<file path="src/rtl/canvas_wr_sched.sv">
// Round-robin scheduler for the canvas write port, with an optional full-canvas clear engine (CANVAS_CLEAR_EN).
// Grants are combinational and the write is registered one cycle later; requesters wait on req_ready, and none are granted while a sweep runs.
`timescale 1ns/1ps
module canvas_wr_sched #(
  parameter int                N_REQ     = 3,
  parameter int                ADDR_W    = 15,
  parameter int                DATA_W    = 9,
  parameter logic [DATA_W-1:0] CLEAR_VAL = '0
) (
  input  logic                    clk,
  input  logic                    rst,
  input  logic [N_REQ-1:0]        req_valid,
  input  logic [N_REQ*ADDR_W-1:0] req_addr,
  input  logic [N_REQ*DATA_W-1:0] req_data,
  output logic [N_REQ-1:0]        req_ready,
  input  logic                    clear_start,
  output logic                    clear_busy,
  output logic [ADDR_W-1:0]       c_addr,
  output logic [DATA_W-1:0]       c_data,
  output logic                    c_we
);
  localparam int               PTR_W    = $clog2(N_REQ);
  localparam logic [PTR_W-1:0] PTR_LAST = PTR_W'(N_REQ - 1);

  typedef struct packed {
    logic [ADDR_W-1:0] addr;
    logic [DATA_W-1:0] data;
  } wr_t;

  logic [PTR_W-1:0] ptr;
  logic [PTR_W-1:0] gnt_idx;
  logic [PTR_W-1:0] nxt_ptr;
  logic [PTR_W-1:0] idx;
  logic [N_REQ-1:0] grant;
  logic             found;
  int               k;
  wr_t              sel;
  wr_t              wr_q;
  logic             arb_en;
  logic             xfer;

  // First valid requester at or after ptr, wrapping modulo N_REQ.
  always_comb begin
    grant   = '0;
    gnt_idx = '0;
    found   = 1'b0;
    k       = 0;
    idx     = '0;
    for (int j = 0; j < N_REQ; j++) begin
      k = int'(ptr) + j;
      if (k >= N_REQ) k = k - N_REQ;
      idx = PTR_W'(k);
      if (!found && req_valid[idx]) begin
        found        = 1'b1;
        grant[idx]   = 1'b1;
        gnt_idx      = idx;
      end
    end
  end

  always_comb begin
    sel = '0;
    for (int i = 0; i < N_REQ; i++) begin
      if (grant[i]) begin
        sel.addr = req_addr[i*ADDR_W +: ADDR_W];
        sel.data = req_data[i*DATA_W +: DATA_W];
      end
    end
  end

  assign nxt_ptr   = (gnt_idx == PTR_LAST) ? '0 : gnt_idx + 1'b1;
  assign req_ready = arb_en ? grant : '0;
  assign xfer      = |req_ready;
  assign c_addr    = wr_q.addr;
  assign c_data    = wr_q.data;

`ifdef CANVAS_CLEAR_EN
  typedef enum logic {IDLE, CLEAR} state_t;
  localparam logic [ADDR_W:0] LAST = {1'b0, {ADDR_W{1'b1}}};

  state_t          state;
  logic [ADDR_W:0] cnt;
  logic            busy;

  // A start pulse in IDLE beats any same-cycle request.
  assign arb_en     = rst && (state == IDLE) && !clear_start;
  assign clear_busy = busy;
`else
  logic unused_clear_start;

  assign unused_clear_start = clear_start;
  assign arb_en             = rst;
  assign clear_busy         = 1'b0;
`endif

  always_ff @(posedge clk) begin
    if (!rst) begin
      ptr  <= '0;
      wr_q <= '0;
      c_we <= 1'b0;
`ifdef CANVAS_CLEAR_EN
      state <= IDLE;
      cnt   <= '0;
      busy  <= 1'b0;
`endif
    end else begin
`ifdef CANVAS_CLEAR_EN
      if (state == CLEAR) begin
        // cnt tracks the address currently on c_addr; stop after the top word.
        if (cnt == LAST) begin
          state <= IDLE;
          busy  <= 1'b0;
          cnt   <= '0;
          c_we  <= 1'b0;
        end else begin
          cnt       <= cnt + 1'b1;
          wr_q.addr <= ADDR_W'(cnt + 1'b1);
          c_we      <= 1'b1;
        end
      end else if (clear_start) begin
        state <= CLEAR;
        busy  <= 1'b1;
        cnt   <= '0;
        wr_q  <= '{addr: '0, data: CLEAR_VAL};
        c_we  <= 1'b1;
      end else
`endif
      if (xfer) begin
        ptr  <= nxt_ptr;
        wr_q <= sel;
        c_we <= 1'b1;
      end else begin
        c_we <= 1'b0;
      end
    end
  end
endmodule

</file>
<file path="config.mk">
export PLATFORM = sky130hd
export DESIGN_NAME = canvas_wr_sched
export DESIGN_NICKNAME = d
export VERILOG_FILES = /design/src/rtl/canvas_wr_sched.sv
export SDC_FILE = /design/constraint.sdc
export NUM_CORES = 1
export LEC_CHECK = 0
export BUFFER_PORTS_ARGS = -buffer_cell sky130_fd_sc_hd__buf_2
export CAP_MARGIN = 15
export CORE_MARGIN = 2
export CORE_UTILIZATION = 40
export CTS_BUF_LIST = sky130_fd_sc_hd__clkbuf_2 sky130_fd_sc_hd__clkbuf_4 sky130_fd_sc_hd__clkbuf_8
export CTS_CLUSTER_SIZE = 20
export DETAILED_ROUTE_END_ITERATION = 7
export PLACE_DENSITY = 0.84
export SYNTH_ARGS = -nofsm -noshare
export SYNTH_HDL_FRONTEND = slang
export SYNTH_SLANG_ARGS = --single-unit
</file>
<file path="constraint.sdc">
create_clock -name clk -period 2.3 [get_ports clk]
set_clock_uncertainty 0.2 [all_clocks]
set_input_delay 0.115 -clock clk [delete_from_list [all_inputs] [get_ports clk]]
set_output_delay 0.115 -clock clk [all_outputs]
set_load 0.05 [all_outputs]
</file>
==> results of run 1 <==
-- cells in the mapped netlist, drive strengths merged (4+ instances only) --
library cell and number:
a21oi 5, a221oi 24, and3 24, buf 14
clkbuf 7, dfxtp 27, ha 4, inv 4
nand3 26, nor2 5, o21ai 32
-- sequential cells by signal (all words and copies together) (netlist names) --
register / count
c_we: 1
c_addr: 15
c_data: 9
ptr: 2
-- stage by stage --
stage	setup TNS, ns	hold slack (ns)	power [mW]	area [um2]	instances
2_1_floorplan	-6.49	0.0967	2.64	1720	201
3_3_place_gp	-9.16	0.186	3.35	2440	366
3_5_place_dp	-10.87	0.191	3.42	2440	366
4_1_cts	-6.49	0.000636	4.56	3420	435
5_1_grt	-14.32	0.0374	5.42	3660	439
6_report	-12.33	0.0169	5.26	3660	439
-- final cells by class --
type                            count  share of cell area
Multi-Input combinational cell    149               0.395
Inverter                            4             0.00547
Sequential cell                    27               0.150
Clock buffer                        3              0.0113
Clock inverter                      1             0.00205
Tap cell                           50              0.0171
Timing Repair Buffer              204               0.419
Antenna cell                        1            0.000684
-- power breakdown --
| group | leakage [nW] | total (mW) | switching, mW | internal (mW) |
|---|---|---|---|---|
| Clock | 0.0217 | 0.309 | 0.185 | 0.124 |
| Sequential | 0.224 | 0.771 | 0.138 | 0.634 |
| Combinational | 1.43 | 4.18 | 2.39 | 1.79 |
| Total | 1.67 | 5.26 | 2.71 | 2.55 |
-- cells by family (layout without fill, tap and decap cells) --
family | after synthesis | after routing | share of synthesized area
other cells | 1 | 2 | 0.00222
mux | 3 | 3 | 0.0185
flops | 27 | 27 | 0.320
buf+inv | 25 | 212 | 0.0917
compound gates | 73 | 73 | 0.306
fa+ha+maj | 4 | 4 | 0.0296
simple gates | 68 | 68 | 0.232
-- layer usage --
layer / vias to the layer above / wire length (um) / GRT usage
met1: 1325 / 3520 / 0.395
li1: 1159 / - / -
met2: 242 / 5370 / 0.718
met3: 94 / 793 / 0.0687
met5: - / 0 / 0
met4: 0 / 991 / 0.277
-- repair_timing --
item	4_1_cts	5_1_grt
pin swaps	9	13
endpoints found under the setup margin	30	30
buffers inserted	14	5
gates cloned	4	0
hold endpoints to repair	24	0
resized for setup	64	48
hold buffers	48	0
-- worst max-delay path by stage --
| stage | start | end | slack, ns |
|---|---|---|---|
| after floorplan | ptr[0]$_SDFFE_PN0P_ | c_addr[0]$_SDFFE_PN0P_ | -0.24 |
| after global placement | ptr[1]$_SDFFE_PN0P_ | c_data[3]$_SDFFE_PN0P_ | -0.37 |
| after detailed placement | ptr[0]$_SDFFE_PN0P_ | c_data[1]$_SDFFE_PN0P_ | -0.43 |
| after CTS | ptr[0]$_SDFFE_PN0P_ | c_data[2]$_SDFFE_PN0P_ | -0.24 |
| after global routing | ptr[0]$_SDFFE_PN0P_ | c_addr[11]$_SDFFE_PN0P_ | -0.55 |
| final | ptr[1]$_SDFFE_PN0P_ | c_addr[14]$_SDFFE_PN0P_ | -0.50 |
-- critical path: stages (launching register included) --
cell and delay [ns]:
dfxtp_4 0.42, inv_4 0.05, ha_4 0.18, mux2i_2 0.17
nor2_1 0.26, nor4_4 0.08, a311o_1 0.33, buf_6 0.14
o31ai_4 0.35, buf_6 0.18, buf_6 0.13, nand3_2 0.12
o21ai_2 0.13
==> flow_results.xml, run 1 <==
<?xml version="1.0" encoding="UTF-8"?>
<metrics>
  <group name="global_route">
    <metric name="track_usage" unit="">0.392</metric>
    <metric name="grt_start_max_net_pins" unit="">19</metric>
    <metric name="first_global_vias" unit="">2851</metric>
    <metric name="antenna_violations_before_repair" unit="">1</metric>
    <metric name="globalRoute.totalOverflow" unit="">0</metric>
    <metric name="grt_pass1_wl" unit="um">14700</metric>
  </group>
  <group name="placement">
    <metric name="place_worst_setup_slack" unit="ns">-0.433</metric>
    <metric name="final_wtd_congestion" unit="">0.899</metric>
    <metric name="io_buffer_count" unit="">104</metric>
    <metric name="dp.final_hpwl" unit="um">4380</metric>
  </group>
  <group name="sta">
    <metric name="setup_violations" unit="">30</metric>
    <metric name="final_hold_viol_count" unit="">0</metric>
    <metric name="slew_violations" unit="">0</metric>
    <metric name="rsz0062_at_grt" unit="">yes</metric>
    <metric name="setup_ws" unit="ns">-0.501</metric>
    <metric name="min_period" unit="ns">2.80</metric>
    <metric name="min_period_over_period" unit="">1.22</metric>
    <metric name="clock.fmax" unit="MHz">357</metric>
  </group>
  <group name="critical_path">
    <metric name="timing.rr.end" unit="">c_addr[14]$_SDFFE_PN0P_</metric>
    <metric name="crit-reg2reg-launch" unit="">ptr[1]$_SDFFE_PN0P_</metric>
    <metric name="arrival" unit="ns">2.82</metric>
    <metric name="worstSetupStartpointType" unit="">flop</metric>
    <metric name="critical_path.max_fanout" unit="">5</metric>
    <metric name="data_required_time_of_the_critical_path" unit="ns">2.32</metric>
    <metric name="worst_reg2reg_path_depth" unit="">12</metric>
    <metric name="path_class" unit="">reg2reg</metric>
    <metric name="critical_path.endpoint_type" unit="">flop</metric>
    <metric name="r2r_slack" unit="ns">-0.50</metric>
  </group>
  <group name="route">
    <metric name="detail_route.drc_violations" unit="">0</metric>
    <metric name="antenna_left" unit="">0</metric>
    <metric name="drt-initial-drc-count" unit="">255</metric>
    <metric name="drt_first_pass_iters" unit="">4</metric>
    <metric name="finalWirelength" unit="um">10700</metric>
    <metric name="wl_per_cell" unit="um">24.3</metric>
    <metric name="num_vias" unit="">2820</metric>
    <metric name="drt-vias-per-instance" unit="">6.42</metric>
  </group>
  <group name="finish">
    <metric name="layout_common_cells" unit="">101 x buf_2, 48 x dlygate4sd3_1, 33 x buf_4</metric>
    <metric name="num-nets-final" unit="">471</metric>
    <metric name="most_common_cell_after_layout_fill_and_taps_aside" unit="">buf_2</metric>
    <metric name="multiInputGateArea" unit="um2">1440</metric>
    <metric name="area.sequential" unit="um2">548</metric>
    <metric name="drive_gt1_frac" unit="">0.621</metric>
    <metric name="nFillCells" unit="">166</metric>
    <metric name="area_growth" unit="%">116</metric>
    <metric name="final_standard_cell_utilization_of_the_core" unit="">0.908</metric>
  </group>
  <group name="floorplanning">
    <metric name="die_width" unit="um">69.0</metric>
    <metric name="number_of_top_level_pins" unit="">107</metric>
    <metric name="initial_utilization" unit="">0.420</metric>
    <metric name="placementRows" unit="">23</metric>
    <metric name="chipHeight" unit="um">69.0</metric>
    <metric name="area_enclosed_by_the_die_boundary" unit="um2">4770</metric>
    <metric name="placeableCoreArea" unit="um2">4030</metric>
  </group>
  <group name="synth">
    <metric name="post_synth.cell_area_avg" unit="um2">8.42</metric>
    <metric name="synth_ff_type" unit="">dfxtp_1</metric>
    <metric name="synth.cell_area" unit="um2">1690</metric>
    <metric name="netlist_top_cells_area" unit="">dfxtp_1 32%, a221oi_1 12%, and3_1 8.9%</metric>
    <metric name="synth_async_sr_flop_share" unit="">0</metric>
    <metric name="synthesis.nets" unit="">283</metric>
    <metric name="synth.largest_area_cell" unit="">dfxtp_1</metric>
    <metric name="yosysTopAreaCellShare" unit="">0.320</metric>
    <metric name="synthDistinctLibCells" unit="">36</metric>
    <metric name="yosys_warning_count" unit="">0</metric>
    <metric name="synth_edf_count" unit="">0</metric>
    <metric name="post_synth_inst_count" unit="">201</metric>
    <metric name="yosys_register_bits" unit="">27</metric>
    <metric name="synth.yosys.seq_area_share" unit="">0.320</metric>
  </group>
  <group name="hold_path">
    <metric name="hold_depth" unit="">4</metric>
    <metric name="hold_path.class" unit="">in2reg</metric>
    <metric name="timing.hold.worst.start" unit="">req_data[12]</metric>
    <metric name="hold_end" unit="">c_data[3]$_SDFFE_PN0P_</metric>
  </group>
  <group name="outcome">
    <metric name="status" unit="">complete, but fails checks</metric>
    <metric name="failed_checks" unit="">negative setup slack</metric>
  </group>
  <group name="pwr">
    <metric name="peakVddDrop" unit="uV">902</metric>
    <metric name="p_per_area" unit="nW/um2">1440</metric>
    <metric name="power_leakage" unit="nW">1.67</metric>
  </group>
  <group name="clock_tree">
    <metric name="cts_tree" unit="">done</metric>
    <metric name="ctsHtreeMaxLevel" unit="">1</metric>
    <metric name="clock_tree.buffer_depth" unit="">2</metric>
    <metric name="clock_sinks" unit="">27</metric>
    <metric name="cts.root.buffer_cell" unit="">clkbuf_8</metric>
    <metric name="clkTransAtPathRegs" unit="ns">0.11</metric>
    <metric name="clock_latency" unit="ns">0.29</metric>
    <metric name="tritoncts.num_buffers" unit="">3</metric>
  </group>
  <group name="flow_run">
    <metric name="timing.max_cap.violations" unit="">0</metric>
  </group>
</metrics>
No activity file was read; power rests on OpenSTA's default activity.
==> run 2, diff against run 1 <==
Settings changed: BUFFER_PORTS_ARGS -buffer_cell sky130_fd_sc_hd__buf_2 to -buffer_cell sky130_fd_sc_hd__buf_4, CORE_MARGIN 2 to not set.
==> flow_results.xml, run 2 <==
<?xml version="1.0" encoding="UTF-8"?>
<metrics>
  <group name="outcome">
    <metric name="status" unit="">aborted with a tool error</metric>
    <metric name="haltStage" unit="">5_1_grt</metric>
    <metric name="error_line" unit="">[ERROR DPL-0038] Utilization greater than 100%, impossible to legalize</metric>
  </group>
  <group name="floorplanning">
    <metric name="die_width" unit="um">67.0</metric>
    <metric name="placementRows" unit="">23</metric>
    <metric name="chipHeight" unit="um">67.0</metric>
    <metric name="initial_utilization" unit="">0.420</metric>
    <metric name="number_of_top_level_pins" unit="">107</metric>
  </group>
  <group name="placement">
    <metric name="final_wtd_congestion" unit="">0.903</metric>
    <metric name="dp_cells" unit="">362</metric>
    <metric name="dp.final_hpwl" unit="um">4170</metric>
    <metric name="io_buffer_count" unit="">104</metric>
  </group>
  <group name="global_route">
    <metric name="grt_start_max_net_pins" unit="">31</metric>
  </group>
  <group name="clock_tree">
    <metric name="cts.root.buffer_cell" unit="">clkbuf_8</metric>
    <metric name="clock_tree.buffer_depth" unit="">2</metric>
    <metric name="ctsHtreeMaxLevel" unit="">1</metric>
    <metric name="tritoncts.num_buffers" unit="">3</metric>
    <metric name="clock_sinks" unit="">27</metric>
  </group>
  <group name="synth">
    <metric name="yosys_warning_count" unit="">0</metric>
    <metric name="synthMostInstantiatedCell" unit="">dfxtp_1</metric>
    <metric name="netlist_top_cells_count" unit="">27 x dfxtp_1, 26 x nand3_1, 26 x o21ai_1</metric>
    <metric name="synth_async_sr_flop_share" unit="">0</metric>
    <metric name="post_synth.cell_area_avg" unit="um2">8.42</metric>
    <metric name="synthDistinctLibCells" unit="">36</metric>
    <metric name="synth.cell_area" unit="um2">1690</metric>
    <metric name="synth.yosys.seq_area_share" unit="">0.320</metric>
    <metric name="post_synth_inst_count" unit="">201</metric>
    <metric name="netlist_top_cells_area" unit="">dfxtp_1 32%, a221oi_1 12%, and3_1 8.9%</metric>
    <metric name="synth_ff_type" unit="">dfxtp_1</metric>
    <metric name="synthesis.nets" unit="">283</metric>
    <metric name="yosysTopAreaCellShare" unit="">0.320</metric>
    <metric name="synth.largest_area_cell" unit="">dfxtp_1</metric>
    <metric name="synth_edf_count" unit="">0</metric>
    <metric name="yosys_register_bits" unit="">27</metric>
  </group>
</metrics>
==> run 2: stage by stage <==
stage / utilization / setup WS (ns) / area, um2
after floorplan: - / -0.240 / 1720
after global placement: 0.659 / -0.657 / 2650
after detailed placement: 0.659 / -0.734 / 2650
after CTS: 0.941 / -0.300 / 3790
==> run 2: repair_timing <==
item | CTS
hold buffers | 48
endpoints found under the setup margin | 30
pin swaps | 10
setup buffers | 31
cloned | 6
gates resized for setup | 50
endpoints found under the hold margin | 24
==> run 2: cells by family after synthesis <==
group / Yosys count / share of synthesized area
compound gates: 73 / 0.306
fa+ha+maj: 4 / 0.0296
buf+inv: 25 / 0.0917
flops: 27 / 0.320
mux: 3 / 0.0185
other cells: 1 / 0.00222
simple gates: 68 / 0.232
==> run 3, diff against run 2 <==
Settings changed: CORE_UTILIZATION 40 to 30, CTS_BUF_LIST sky130_fd_sc_hd__clkbuf_2 sky130_fd_sc_hd__clkbuf_4 sky130_fd_sc_hd__clkbuf_8 to not set, CTS_CLUSTER_SIZE 20 to not set, PLACE_DENSITY 0.84 to not set, PLACE_DENSITY_LB_ADDON set to 0.15.
Clock period 2.3 ns to 2.99 ns, I/O delays scaled along.
==> flow_results.xml, run 3 (synthesized netlist as in run 1, its figures left out) <==
<?xml version="1.0" encoding="UTF-8"?>
<metrics>
  <group name="critical_path">
    <metric name="worstSetupStartpointType" unit="">flop</metric>
    <metric name="r2r_slack" unit="ns">0.21</metric>
    <metric name="worst_path_most_repeated_cell" unit="">buf_4</metric>
    <metric name="critical_path.endpoint_type" unit="">primary output</metric>
    <metric name="crit_slowest_cell" unit="">dfxtp_1</metric>
    <metric name="worst_reg2reg_path_depth" unit="">12</metric>
    <metric name="data_required_time_of_the_critical_path" unit="ns">2.64</metric>
    <metric name="crit_path_cell_trace" unit="">inv_1 -&gt; ha_2 -&gt; buf_4 -&gt; nand2_1 -&gt; o21ai_1 -&gt; o211ai_1 -&gt; a21oi_4 -&gt; buf_8 -&gt; and2_1 -&gt; buf_4</metric>
    <metric name="timing.rr.end" unit="">c_addr[14]$_SDFFE_PN0P_</metric>
    <metric name="crit-reg2reg-launch" unit="">ptr[0]$_SDFFE_PN0P_</metric>
    <metric name="critical_path.max_fanout" unit="">26</metric>
    <metric name="max_stage_delay" unit="ns">0.39</metric>
    <metric name="arrival" unit="ns">2.53</metric>
    <metric name="path_class" unit="">reg2out</metric>
  </group>
  <group name="pwr">
    <metric name="design_power_total" unit="mW">3.01</metric>
    <metric name="p_seq_frac" unit="">0.181</metric>
    <metric name="power_leakage" unit="nW">1.47</metric>
    <metric name="power.net_switching" unit="mW">1.47</metric>
    <metric name="p_int" unit="mW">1.54</metric>
    <metric name="power.share.clock" unit="">0.073</metric>
    <metric name="comb_power_share" unit="">0.746</metric>
    <metric name="power_switching_share" unit="">0.488</metric>
    <metric name="p_per_area" unit="nW/um2">934</metric>
    <metric name="peakVddDrop" unit="uV">439</metric>
  </group>
  <group name="placement">
    <metric name="final_wtd_congestion" unit="">0.836</metric>
    <metric name="io_buffer_count" unit="">104</metric>
    <metric name="dp.final_hpwl" unit="um">3930</metric>
    <metric name="dpl-instance-area" unit="um2">2570</metric>
  </group>
  <group name="floorplanning">
    <metric name="chipHeight" unit="um">77.1</metric>
    <metric name="area_enclosed_by_the_die_boundary" unit="um2">5940</metric>
    <metric name="initial_utilization" unit="">0.321</metric>
    <metric name="placeableCoreArea" unit="um2">5270</metric>
    <metric name="number_of_top_level_pins" unit="">107</metric>
    <metric name="die_width" unit="um">77.1</metric>
    <metric name="placementRows" unit="">26</metric>
  </group>
  <group name="sta">
    <metric name="slew_headroom" unit="">0.622</metric>
    <metric name="setup-tns-final" unit="ns">0</metric>
    <metric name="final_hold_viol_count" unit="">0</metric>
    <metric name="tightest_slew" unit="ns">0.567</metric>
    <metric name="clock.fmax" unit="MHz">347</metric>
    <metric name="min_period_over_period" unit="">0.964</metric>
    <metric name="setup_violations" unit="">0</metric>
    <metric name="slew_violations" unit="">0</metric>
    <metric name="min_period" unit="ns">2.88</metric>
    <metric name="rsz0062_at_grt" unit="">yes</metric>
    <metric name="tightest_hold_margin" unit="ns">0.0377</metric>
  </group>
  <group name="clock_tree">
    <metric name="clkTransAtPathRegs" unit="ns">0.10</metric>
    <metric name="cts.root.buffer_cell" unit="">clkbuf_8</metric>
    <metric name="clock_sinks" unit="">27</metric>
    <metric name="ctsHtreeMaxLevel" unit="">1</metric>
    <metric name="clock_latency" unit="ns">0.28</metric>
    <metric name="tritoncts.num_buffers" unit="">3</metric>
    <metric name="clock_tree.buffer_depth" unit="">2</metric>
    <metric name="cts_tree" unit="">done</metric>
  </group>
  <group name="global_route">
    <metric name="globalRoute.totalOverflow" unit="">0</metric>
    <metric name="grt_start_max_net_pins" unit="">32</metric>
    <metric name="track_usage" unit="">0.201</metric>
    <metric name="antenna_violations_before_repair" unit="">0</metric>
    <metric name="first_global_vias" unit="">2018</metric>
    <metric name="grt_pass1_wl" unit="um">9650</metric>
  </group>
  <group name="finish">
    <metric name="layout_common_cells" unit="">124 x buf_4, 48 x dlygate4sd3_1, 27 x o21ai_1, 27 x dfxtp_1, 26 x nand3_1</metric>
    <metric name="max_reg_flops" unit="">15</metric>
    <metric name="drive_gt1_frac" unit="">0.399</metric>
    <metric name="final_standard_cell_utilization_of_the_core" unit="">0.611</metric>
    <metric name="most_common_cell_after_layout_fill_and_taps_aside" unit="">buf_4</metric>
    <metric name="multiInputGateArea" unit="um2">1060</metric>
    <metric name="stdcell_area" unit="um2">3220</metric>
    <metric name="insertedDiodeCount" unit="">0</metric>
    <metric name="num-nets-final" unit="">444</metric>
    <metric name="area.sequential" unit="um2">541</metric>
    <metric name="nFillCells" unit="">470</metric>
    <metric name="area_growth" unit="%">90.4</metric>
  </group>
  <group name="hold_path">
    <metric name="hold_depth" unit="">4</metric>
    <metric name="hold_end" unit="">c_data[0]$_SDFFE_PN0P_</metric>
    <metric name="hold_path.class" unit="">in2reg</metric>
    <metric name="timing.hold.worst.start" unit="">req_data[9]</metric>
  </group>
  <group name="route">
    <metric name="antenna_left" unit="">0</metric>
    <metric name="drt-vias-per-instance" unit="">5.04</metric>
    <metric name="drt-initial-drc-count" unit="">91</metric>
    <metric name="detail_route.drc_violations" unit="">0</metric>
    <metric name="finalWirelength" unit="um">6350</metric>
    <metric name="wl_per_cell" unit="um">14.7</metric>
    <metric name="drt_first_pass_iters" unit="">4</metric>
    <metric name="num_vias" unit="">2174</metric>
  </group>
  <group name="outcome">
    <metric name="status" unit="">finished clean</metric>
  </group>
  <group name="flow_run">
    <metric name="timing.max_cap.violations" unit="">0</metric>
  </group>
</metrics>
[run 3: worst max path at each step]
| stage | startpoint | endpoint | slack [ns] |
|---|---|---|---|
| CTS | ptr[1]$_SDFFE_PN0P_ | req_ready[1] | 0.06 |
| floorplan | ptr[1]$_SDFFE_PN0P_ | req_ready[2] | 0.34 |
| global route | ptr[0]$_SDFFE_PN0P_ | req_ready[1] | -0.02 |
| global placement | ptr[0]$_SDFFE_PN0P_ | c_data[6]$_SDFFE_PN0P_ | -0.08 |
| detailed placement | ptr[0]$_SDFFE_PN0P_ | c_data[6]$_SDFFE_PN0P_ | -0.13 |
| finish | ptr[0]$_SDFFE_PN0P_ | req_ready[1] | 0.11 |
[run 3: cell type report]
type,count,share of cell area
Sequential cell,27,0.168
Multi-Input combinational cell,150,0.328
Tap cell,70,0.0272
Clock inverter,1,0.00233
Clock buffer,3,0.0128
Inverter,4,0.00466
Timing Repair Buffer,176,0.457
[run 3: what timing repair did]
item | in CTS | in global routing
gates resized for setup | 5 | 9
hold buffers | 48 | 0
endpoints found under the setup margin | 25 | 26
pin swaps | 0 | 2
hold endpoints to repair | 24 | 0
gates cloned | 1 | 0
buffers inserted | 0 | 6
[run 3: metal layers]
layer  wire [um]  track usage
met1        2780        0.256
met5           0            0
met2        3110        0.353
met4          62       0.0509
met3         394       0.0310
[run 3: critical path: cells and delay by family, from the launching register on]
kind	cells	cell delay [ns]
DFF	1	0.39
and+or+nand+nor	2	0.27
AOI/OAI and AO/OA	3	0.62
buffers and inverters	4	0.62
adders and majority gates	1	0.35
[run 3: power by group through the flow]
| stage | Sequential (mW) | Combinational, mW | Clock [mW] |
|---|---|---|---|
| after floorplan | 0.891 | 1.09 | 0 |
| after global placement | 0.547 | 1.98 | 0 |
| after detailed placement | 0.548 | 1.99 | 0 |
| after CTS | 0.541 | 2.11 | 0.227 |
| after global routing | 0.557 | 2.40 | 0.235 |
| final | 0.544 | 2.24 | 0.220 |
[run 3: per-stage QoR]
step / worst slack, ns / cells
3_3_place_gp: -0.0801 / 372
6_report: 0.107 / 431
5_1_grt: -0.0213 / 431
4_1_cts: 0.0568 / 425
2_1_floorplan: 0.337 / 201
3_5_place_dp: -0.134 / 372
